===== config.mk =====
export PLATFORM = sky130hd
export DESIGN_NAME = flash_sample_reader_flat
export DESIGN_NICKNAME = d
export VERILOG_FILES = /design/src/rtl/flash_pkg.sv /design/src/rtl/flash_sample_reader_if.sv /design/src/rtl/flash_req_ctrl.sv /design/src/rtl/flash_sample_reader.sv /design/src/flat_wrapper.sv
export SDC_FILE = /design/constraint.sdc
export NUM_CORES = 1
export LEC_CHECK = 0
export CAP_MARGIN = 30
export CORE_UTILIZATION = 35
export CTS_CLUSTER_SIZE = 12
export DETAILED_ROUTE_END_ITERATION = 10
export PLACE_DENSITY_LB_ADDON = 0.08
export SYNTH_ARGS = -nofsm -noshare
export SYNTH_HDL_FRONTEND = slang
export SYNTH_HIERARCHICAL = 1
export SYNTH_SLANG_ARGS = --single-unit

===== constraint.sdc =====
create_clock -name clk_clk -period 3.14 [get_ports clk_clk]
set_input_delay 0.628 -clock clk_clk [delete_from_list [all_inputs] [get_ports clk_clk]]
set_output_delay 0.628 -clock clk_clk [all_outputs]
set_load 0.005 [all_outputs]

===== src/rtl/flash_pkg.sv =====
// Shared types and constants for the flash sample reader and its Avalon read handshake.
package flash_pkg;

    localparam int unsigned FLASH_ADDR_W  = 23;
    localparam int unsigned FLASH_DATA_W  = 32;
    localparam int unsigned SAMPLE_W      = 16;
    localparam int unsigned FLASH_BURST_W = 7;
    localparam int unsigned FLASH_BE_W    = 4;

    localparam logic [FLASH_BURST_W-1:0] FLASH_BURSTCOUNT = 7'd1;
    localparam logic [FLASH_BE_W-1:0]    FLASH_BYTEENABLE = 4'hF;

    typedef enum logic [2:0] {
        StIdle,
        StReq,
        StWaitData,
        StOutLo,
        StOutHi,
        StFinish
    } reader_state_e;

    typedef enum logic [1:0] {
        ReqIdle,
        ReqIssue,
        ReqWait
    } req_state_e;

endpackage


===== src/rtl/flash_sample_reader_if.sv =====
// Avalon-MM read/write bus towards the flash core; the reader uses the master modport.
interface flash_sample_reader_if;
    import flash_pkg::*;

    logic                     read;
    logic [FLASH_ADDR_W-1:0]  address;
    logic [FLASH_BURST_W-1:0] burstcount;
    logic                     write;
    logic [FLASH_BE_W-1:0]    byteenable;
    logic [FLASH_DATA_W-1:0]  writedata;
    logic                     waitrequest;
    logic [FLASH_DATA_W-1:0]  readdata;
    logic                     readdatavalid;

    modport master (
        output read, address, burstcount, write, byteenable, writedata,
        input  waitrequest, readdata, readdatavalid
    );

    modport slave (
        input  read, address, burstcount, write, byteenable, writedata,
        output waitrequest, readdata, readdatavalid
    );

endinterface


===== src/rtl/flash_req_ctrl.sv =====
// Single-outstanding Avalon read: latches the address on go, holds read until accepted,
// then waits for readdatavalid and returns the word with a one-cycle word_valid.
module flash_req_ctrl
    import flash_pkg::*;
(
    input  logic                    clk_clk,
    input  logic                    reset_reset,
    input  logic                    go,
    input  logic [FLASH_ADDR_W-1:0] addr,
    flash_sample_reader_if.master   flash_mem,
    output logic                    accepted,
    output logic [FLASH_DATA_W-1:0] word,
    output logic                    word_valid
);

    req_state_e              state_q, state_d;
    logic [FLASH_ADDR_W-1:0] address_q, address_d;

    always_ff @(posedge clk_clk) begin
        if (reset_reset) begin
            state_q   <= ReqIdle;
            address_q <= '0;
        end else begin
            state_q   <= state_d;
            address_q <= address_d;
        end
    end

    always_comb begin
        state_d    = state_q;
        address_d  = address_q;
        accepted   = 1'b0;
        word_valid = 1'b0;
        unique case (state_q)
            ReqIdle: begin
                if (go) begin
                    address_d = addr;
                    state_d   = ReqIssue;
                end
            end
            ReqIssue: begin
                if (!flash_mem.waitrequest) begin
                    accepted = 1'b1;
                    state_d  = ReqWait;
                end
            end
            ReqWait: begin
                // Responses arriving outside this state are dropped.
                if (flash_mem.readdatavalid) begin
                    word_valid = 1'b1;
                    state_d    = ReqIdle;
                end
            end
            default: state_d = ReqIdle;
        endcase
    end

    assign flash_mem.read       = (state_q == ReqIssue);
    assign flash_mem.address    = address_q;
    assign flash_mem.burstcount = FLASH_BURSTCOUNT;
    assign flash_mem.write      = 1'b0;
    assign flash_mem.byteenable = FLASH_BYTEENABLE;
    assign flash_mem.writedata  = '0;
    assign word                 = flash_mem.readdata;

endmodule


===== src/rtl/flash_sample_reader.sv =====
// Streams flash words in [START_ADDR, END_ADDR] as 16-bit samples, low half first.
// Define FLASH_READER_LOOP_EN to restart at START_ADDR after each pass instead of idling.
module flash_sample_reader
    import flash_pkg::*;
#(
    parameter logic [FLASH_ADDR_W-1:0] START_ADDR = 23'd0,
    parameter logic [FLASH_ADDR_W-1:0] END_ADDR   = 23'h1FFFFF
) (
    input  logic                  clk_clk,
    input  logic                  reset_reset,
    input  logic                  start,
    flash_sample_reader_if.master flash_mem,
    output logic [SAMPLE_W-1:0]   sample,
    output logic                  sample_valid,
    input  logic                  sample_ready,
    output logic                  busy,
    output logic                  done
);

    localparam logic [FLASH_ADDR_W-1:0] ADDR_ONE = 1;

    reader_state_e           state_q, state_d;
    logic [FLASH_ADDR_W-1:0] addr_q, addr_d;
    logic [FLASH_DATA_W-1:0] word_q, word_d;
    logic                    go, accepted, word_valid;
    logic [FLASH_DATA_W-1:0] word;

    flash_req_ctrl u_req_ctrl (
        .clk_clk     (clk_clk),
        .reset_reset (reset_reset),
        .go          (go),
        .addr        (addr_d),
        .flash_mem   (flash_mem),
        .accepted    (accepted),
        .word        (word),
        .word_valid  (word_valid)
    );

    always_ff @(posedge clk_clk) begin
        if (reset_reset) begin
            state_q <= StIdle;
            addr_q  <= '0;
            word_q  <= '0;
        end else begin
            state_q <= state_d;
            addr_q  <= addr_d;
            word_q  <= word_d;
        end
    end

    // go launches the next read in the same cycle the FSM enters StReq, so read rises next edge.
    always_comb begin
        state_d      = state_q;
        addr_d       = addr_q;
        word_d       = word_q;
        go           = 1'b0;
        sample       = '0;
        sample_valid = 1'b0;
        done         = 1'b0;
        unique case (state_q)
            StIdle: begin
                if (start) begin
                    addr_d  = START_ADDR;
                    go      = 1'b1;
                    state_d = StReq;
                end
            end
            StReq: begin
                if (accepted) state_d = StWaitData;
            end
            StWaitData: begin
                if (word_valid) begin
                    word_d  = word;
                    state_d = StOutLo;
                end
            end
            StOutLo: begin
                sample       = word_q[SAMPLE_W-1:0];
                sample_valid = 1'b1;
                if (sample_ready) state_d = StOutHi;
            end
            StOutHi: begin
                sample       = word_q[FLASH_DATA_W-1:SAMPLE_W];
                sample_valid = 1'b1;
                if (sample_ready) begin
                    if (addr_q == END_ADDR) begin
                        state_d = StFinish;
                    end else begin
                        addr_d  = addr_q + ADDR_ONE;
                        go      = 1'b1;
                        state_d = StReq;
                    end
                end
            end
            StFinish: begin
                done = 1'b1;
`ifdef FLASH_READER_LOOP_EN
                addr_d  = START_ADDR;
                go      = 1'b1;
                state_d = StReq;
`else
                state_d = StIdle;
`endif
            end
            default: state_d = StIdle;
        endcase
    end

    assign busy = (state_q != StIdle);

endmodule


===== src/flat_wrapper.sv =====
// flat-port wrapper written by rule: the top's interface ports become plain ports
module flash_sample_reader_flat import flash_pkg::*;
#(
    parameter logic [FLASH_ADDR_W-1:0] START_ADDR = 23'd0,
    parameter logic [FLASH_ADDR_W-1:0] END_ADDR   = 23'h1FFFFF
)
  (clk_clk, reset_reset, start, sample, sample_valid, sample_ready, busy, done, flash_mem_read, flash_mem_address, flash_mem_burstcount, flash_mem_write, flash_mem_byteenable, flash_mem_writedata, flash_mem_waitrequest, flash_mem_readdata, flash_mem_readdatavalid);
  flash_sample_reader_if flash_mem_i ();
  input  logic clk_clk;
  input  logic reset_reset;
  input  logic start;
  output logic [SAMPLE_W-1:0] sample;
  output logic sample_valid;
  input  logic sample_ready;
  output logic busy;
  output logic done;
  output wire logic [$bits(flash_mem_i.read)-1:0] flash_mem_read;
  output wire logic [$bits(flash_mem_i.address)-1:0] flash_mem_address;
  output wire logic [$bits(flash_mem_i.burstcount)-1:0] flash_mem_burstcount;
  output wire logic [$bits(flash_mem_i.write)-1:0] flash_mem_write;
  output wire logic [$bits(flash_mem_i.byteenable)-1:0] flash_mem_byteenable;
  output wire logic [$bits(flash_mem_i.writedata)-1:0] flash_mem_writedata;
  input wire logic [$bits(flash_mem_i.waitrequest)-1:0] flash_mem_waitrequest;
  input wire logic [$bits(flash_mem_i.readdata)-1:0] flash_mem_readdata;
  input wire logic [$bits(flash_mem_i.readdatavalid)-1:0] flash_mem_readdatavalid;
  assign flash_mem_read = flash_mem_i.read;
  assign flash_mem_address = flash_mem_i.address;
  assign flash_mem_burstcount = flash_mem_i.burstcount;
  assign flash_mem_write = flash_mem_i.write;
  assign flash_mem_byteenable = flash_mem_i.byteenable;
  assign flash_mem_writedata = flash_mem_i.writedata;
  assign flash_mem_i.waitrequest = flash_mem_waitrequest;
  assign flash_mem_i.readdata = flash_mem_readdata;
  assign flash_mem_i.readdatavalid = flash_mem_readdatavalid;
  flash_sample_reader #(.START_ADDR(START_ADDR), .END_ADDR(END_ADDR)) u_core (.clk_clk(clk_clk), .reset_reset(reset_reset), .start(start), .flash_mem(flash_mem_i), .sample(sample), .sample_valid(sample_valid), .sample_ready(sample_ready), .busy(busy), .done(done));
endmodule

* Yosys cells after proc, flatten, opt, wreduce, memory -nomap -nowiden
Index checks and enable logic that the tools add are counted.
Storage, ports and cells: flip-flop bits (word level) 83, input port bits 38, word-level logic and storage cells 56, output and inout bits 87, bits in latches 0, bits in writable memories 0, memories 0, memory bits (read-only) 0
Operators by class: equality and inequality tests 16, div/mod/pow operators 0, reductions and logical operators 8, bitwise gates (word level) 0, muxes and demuxes 26, magnitude comparators 0, $add $sub $neg 1, multiply operators 0, shift operators 0
Operators with widths (number):
- 2-to-1 mux 23 bit | 3
- one-hot mux 23 bit (2 select lines) | 1
- one-hot mux 16 bit (2 select lines) | 1
- adder 23 x 1 -> 23 bit (second input constant) | 1
- equality test 23 x 21 -> 1 bit (second input constant) | 1
- 2-to-1 mux 3 bit | 6
- one-hot mux 3 bit (5 select lines) | 1
- inequality test 2 bit (second input constant) | 6
- 2-to-1 mux 1 bit | 9
- equality test 3 x 2 -> 1 bit (second input constant) | 2
- equality test 3 bit (second input constant) | 2
- 2-to-1 mux 2 bit | 3
- one-hot mux 2 bit (3 select lines) | 1
- AND reduction 5 bit | 1
- inequality test 2 x 1 -> 1 bit (second input constant) | 2
- AND reduction 2 bit | 2
- equality test 3 x 1 -> 1 bit (second input constant) | 1
- zero test 3 bit | 1
- AND reduction 3 bit | 1
- nonzero test 3 bit | 1
- equality test 2 x 1 -> 1 bit (second input constant) | 1
- equality test 2 bit (second input constant) | 1
- zero test 2 bit | 1
- one-hot mux 1 bit (2 select lines) | 1
- OR reduction 2 bit | 1

* Logic depth before layout (Yosys ltp)
word-level depth 6, mapped depth 9, depth with buffers taken out 8

* By module
The synthesis kept the hierarchy.
Modules (own cells, without submodules):
- flash_sample_reader | cells each 401, seq. area each 1161.1 sq um, instances 1, area an instance 3139.3 sq um
- flash_req_ctrl | cells each 187, seq. area each 500.5 sq um, instances 1, area an instance 1722.9 sq um

* Worst setup path after synthesis
No wires, ideal clock.
path kind in2reg, start point input port start, end point register u_core.u_req_ctrl.address_q[0] (netlist: u_core/u_req_ctrl/flash_mem.address[0]), buffers on the path 1, slack 745 ps, arrival time 2323 ps, setup time 72 ps, required time 3068 ps, stages 7, path through nor2_1 > nor3_1 > nand2_1 > nand2_2 > nor3b_4 > buf_8 > mux2i_1
On the way: longest elaborated chain between the ends 3, elaborated cells on any way between the ends 5, those cells by class 4 x mux; 1 x reduce/logical
Ends and longest elaborated chain:
- start: declaration | line flat_wrapper.sv:11 | input logic start;
- 2-to-1 mux 1 bit | line flash_sample_reader.sv:62 | if (start) begin
- one-hot mux 1 bit (2 select lines) | line flash_sample_reader.sv:60 | unique case (state_q)
- via u_core.go | line flash_sample_reader.sv:25 | logic go, accepted, word_valid;
- AND reduction 2 bit (no source line)
- end signal: assignment | line flash_req_ctrl.sv:25 | address_q <= address_d;
- end: declaration | line flash_req_ctrl.sv:17 | logic [FLASH_ADDR_W-1:0] address_q, address_d;
The timed path passes the listed nets, and every way through them passes these cells. A chain may end at the register's enable or synchronous reset.

* Final worst setup path
start point register u_core.state_q[2], end point output port sample[12]
On the way: longest elaborated chain between the ends 2, elaborated cells on any way between the ends 3, those cells by class 2 x eq/ne; 1 x mux
Ends and longest elaborated chain:
- start: declaration | line flash_sample_reader.sv:22 | reader_state_e state_q, state_d;
- start signal: assignment | line flash_sample_reader.sv:41 | state_q <= StIdle;
- start signal: assignment | line flash_sample_reader.sv:45 | state_q <= state_d;
- equality test 3 bit or equality test 3 x 2 -> 1 bit (tied branches) | line flash_sample_reader.sv:60
- one-hot mux 16 bit (2 select lines) * | line flash_sample_reader.sv:60
- end: declaration | line flat_wrapper.sv:12 | output logic [SAMPLE_W-1:0] sample;
Mark *: on every way between the ends. The rest lies on a longest branch, timed or not.

==> results.txt <==
The flow ran to the end, and the final reports show no timing, DRC or antenna violations. The clock net in this run drives a total of 83 sinks. The most common cell in the synthesized netlist is nand2_1. The sum of net half-perimeters after detailed placement came out at 8.05 mm. The buffers inserted during post-CTS setup optimization came out at 0. The power per unit of standard cell area is 471 mW/mm². The worst-case IR drop observed on VDD is 0.000307 V. The initial antenna violation count is 0.

Clock-pin slew was measured on the worst setup and hold paths at 0.06 ns. The final number of hold-violating endpoints is 0. The max-slew violation count is 0. The post-layout instance area came out at 0.00570 mm². For this block, the routed nets add up to 11.6 mm of wire. The endpoint arrival time on the critical path is 2.20 ns. CTS placed an instance of clkbuf_16 at the clock tree root. The routability-driven placement congestion ratio came out at 0.865. The number of global-route vias before repair is 3825.

The cell with the largest stage delay on the worst path is clkdlybuf4s50_1. The number of cell instances on the worst register-to-register path came out at 9. In this run the critical register-to-register path is captured at u_core/u_req_ctrl/flash_mem.address[12]. The cell depth of the worst hold path came out at 2. The die span in y came out at 120 µm. The number of DRC markers in iteration 0 came out at 208. The count of H-tree levels built during CTS is 3.

Setup repair after global routing left no endpoint under its margin. The sequential-to-total area share from yosys stat came out at 0.342. The fraction of final layout cells sized beyond drive strength 1 came out at 0.0825. After detailed routing, the number of remaining DRC violations is 0. The leakage power of the design is 2.03 nW. The sum of negative setup slack came out at 0 ns. The startpoint identified for the worst register-to-register timing path is u_core/addr_q[0]. The number of hold-repair buffers added at the cts stage came out at 0.

TritonCTS built the clock tree. In the synthesized netlist the dominant register cell turns out to be dfxtp_1. The final period demand of the worst path came out at 2.83 ns. Walking the worst path, the cells encountered are nor3b_4 -> buf_4 -> a22o_1 -> clkdlybuf4s50_1. The distinct cell type count after synthesis is 73. The top cell family by delay on the critical path is buffers and inverters. The worst setup path is launched from a flop. Across every metal layer, demand over resource in global routing totals 0.169. The total core area came out at 0.0134 mm². The final setup skew came out at 0.00816 ns. The path category of the worst min-delay check is reg -> reg. The largest buffer count on any clock path is 2.

The post-route clock period utilization is 0.902. The post-synthesis cell count came out at 588. In this design, the stage delay of the slowest critical-path cell is 0.52 ns. By area the synthesized netlist is led by dfxtp_1, buf_4, nand2_1, nand2b_1, mux2i_1. For the worst-skew pair, the clock arrives at the later sink with an insertion delay of 0.35 ns. The area after detailed placement is 0.00540 mm². The top achievable clock speed is 353 MHz. Setup violations remaining at the end of the flow were counted as 0. The pin slew with the least headroom to its limit came out at 0.605 ns. In the post-route analysis, the smallest setup slack over all paths is 0.307 ns. The classification of the worst setup path is reg -> out. The global-route wire length before repair is 18.9 mm. The synthesized flop and latch total came out at 83. The overall die width is 120 µm. The relative slew slack is 0.593. For this run, the number of Yosys warnings is 6. The overall overflow remaining after global route came out at 0. The synthesized area per cell is 8.27 µm². 0 antenna diodes ended up in the layout. The synthesis-to-finish area growth is 17.2%. The I/O pin count is 125. The number of gates resized after CTS was 0. For the worst setup path, the data required time is 2.51 ns. The placement-stage worst setup slack is 0.422 ns. The full die area is 0.0144 mm².

The number of search-and-repair iterations in the first detailed-routing pass came out at 4. The most area-hungry cell type in the Yosys netlist is dfxtp_1. The total number of vias is 4033.

The worst setup path is captured at a primary output. The share of the core filled with cells in the final layout is 0.425. In the final routed layout, each cell accounts on average for 14.4 µm. The site row count is 42. The number of clock buffers added by TritonCTS is 9.

The number of nets in the layout is 664. Using the TritonRoute via totals, the vias-per-cell ratio works out to 5.00. The port buffer count is 80.

The end point of the most critical hold path is u_core/word_q[14]. The number of max-cap violations came out at 0. The critical path contains buffers and inverters numbering 2 combined. The effective utilization at floorplan is 0.363. The worst hold path begins at u_core/word_q[14]. The critical path crosses 4 cells after its start point. The number of enable flip-flop cells after synthesis came out at 0. The post-synthesis cell area came out at 0.00486 mm². The maximum net fanout on the critical path is 10.

The pin count of the biggest net entering global routing is 62. The share of synthesized area in the top cell type comes to 0.342. The register-to-register path setup slack came out at 0.47 ns. In this run the remaining antenna-violating nets after routing total 0. The share of synthesized flip-flops with an asynchronous set or reset came out at 0.

In the synthesized netlist, the cells that appear most often are nand2_1, dfxtp_1, buf_4.
==> cell families after synthesis <==
kind of cell	count (synthesis)	share of synthesized area
AO/OA/AOI/OAI	111	0.160
AND/OR/NAND/NOR	246	0.273
multiplexers	27	0.0582
XOR/XNOR	2	0.00360
other	2	0.00154
adder cells (fa/ha/maj)	1	0.00257
flip-flops	83	0.342
buffers and inverters	116	0.160
==> cells in the final DEF (no fill, tap or decap), types with 3 or more instances in the layout <==
cell,n
or4_1,3
nor2_1,17
nand4_1,11
nand2b_1,47
buf_4,17
a31oi_1,5
clkdlybuf4s50_1,79
clkinv_2,3
or3_1,6
a21oi_1,51
a211oi_1,3
nor4_1,3
nand2_1,94
conb_1,44
dfxtp_1,83
clkbuf_16,9
nor3_1,13
a22o_1,16
nand3_1,16
and3_1,4
and4_1,3
a32oi_1,3
mux2i_1,26
o211ai_1,9
and2_1,7
nor3b_1,3
==> power by group <==
group / internal (mW) / leakage (nW) / total, mW / switching (mW)
sequential: 1.07 / 0.669 / 1.12 / 0.0451
clock: 0.634 / 0.145 / 1.07 / 0.435
combinational: 0.235 / 1.21 / 0.499 / 0.263
total: 1.94 / 2.03 / 2.68 / 0.743
==> cell type report <==
type	count	area, µm²
clock buffer	11	243
clock inverter	5	52.6
fill	1399	7700
inverter	3	11.3
multi-input combinational	431	2580
sequential	83	1660
tap	176	220
timing repair buffer	97	923
==> state kept, by name, summed over array words and instances, names as in the netlist <==
name	cells
u_core/addr_q	23
u_core/u_req_ctrl/state_q	2
u_core/state_q	3
u_core/u_req_ctrl/flash_mem.address	23
u_core/word_q	32
==> stage by stage <==
| step | hold WS (ns) | power (mW) | cells |
|---|---|---|---|
| after CTS | 0.455 | 2.72 | 806 |
| after global routing | 0.473 | 2.81 | 806 |
| after global placement | 0.442 | 1.64 | 790 |
| final | 0.454 | 2.68 | 806 |
| after floorplan | 0.436 | 1.56 | 630 |
| after detailed placement | 0.447 | 1.65 | 790 |
==> tightest hold or removal path, stage by stage, from the launching register on <==
cell and delay, ns:
dfxtp_1 0.31, nand2_1 0.05, a21oi_1 0.05
==> metal layers <==
layer / GRT usage / part of all wire / vias up / wire, µm
met3: 0.0699 / 0.068 / 25 / 796
met1: 0.201 / 0.44 / 1890 / 5100
met4: 0.0609 / 0.021 / 0 / 241
met5: 0 / 0 / - / 0
met2: 0.272 / 0.47 / 110 / 5510
li1: - / - / 2008 / -
==> worst max path at each step <==
stage                            from                                       to  slack (ns)
detailed placement              start  u_core/u_req_ctrl/flash_mem.address[12]        0.42
floorplan                       start   u_core/u_req_ctrl/flash_mem.address[0]        0.75
global route        u_core/state_q[2]                                sample[3]        0.12
global placement                start  u_core/u_req_ctrl/flash_mem.address[17]        0.48
finish              u_core/state_q[2]                               sample[12]        0.31
CTS                 u_core/state_q[2]                               sample[12]        0.27
Note: power is estimated with default switching activity, not from simulation.
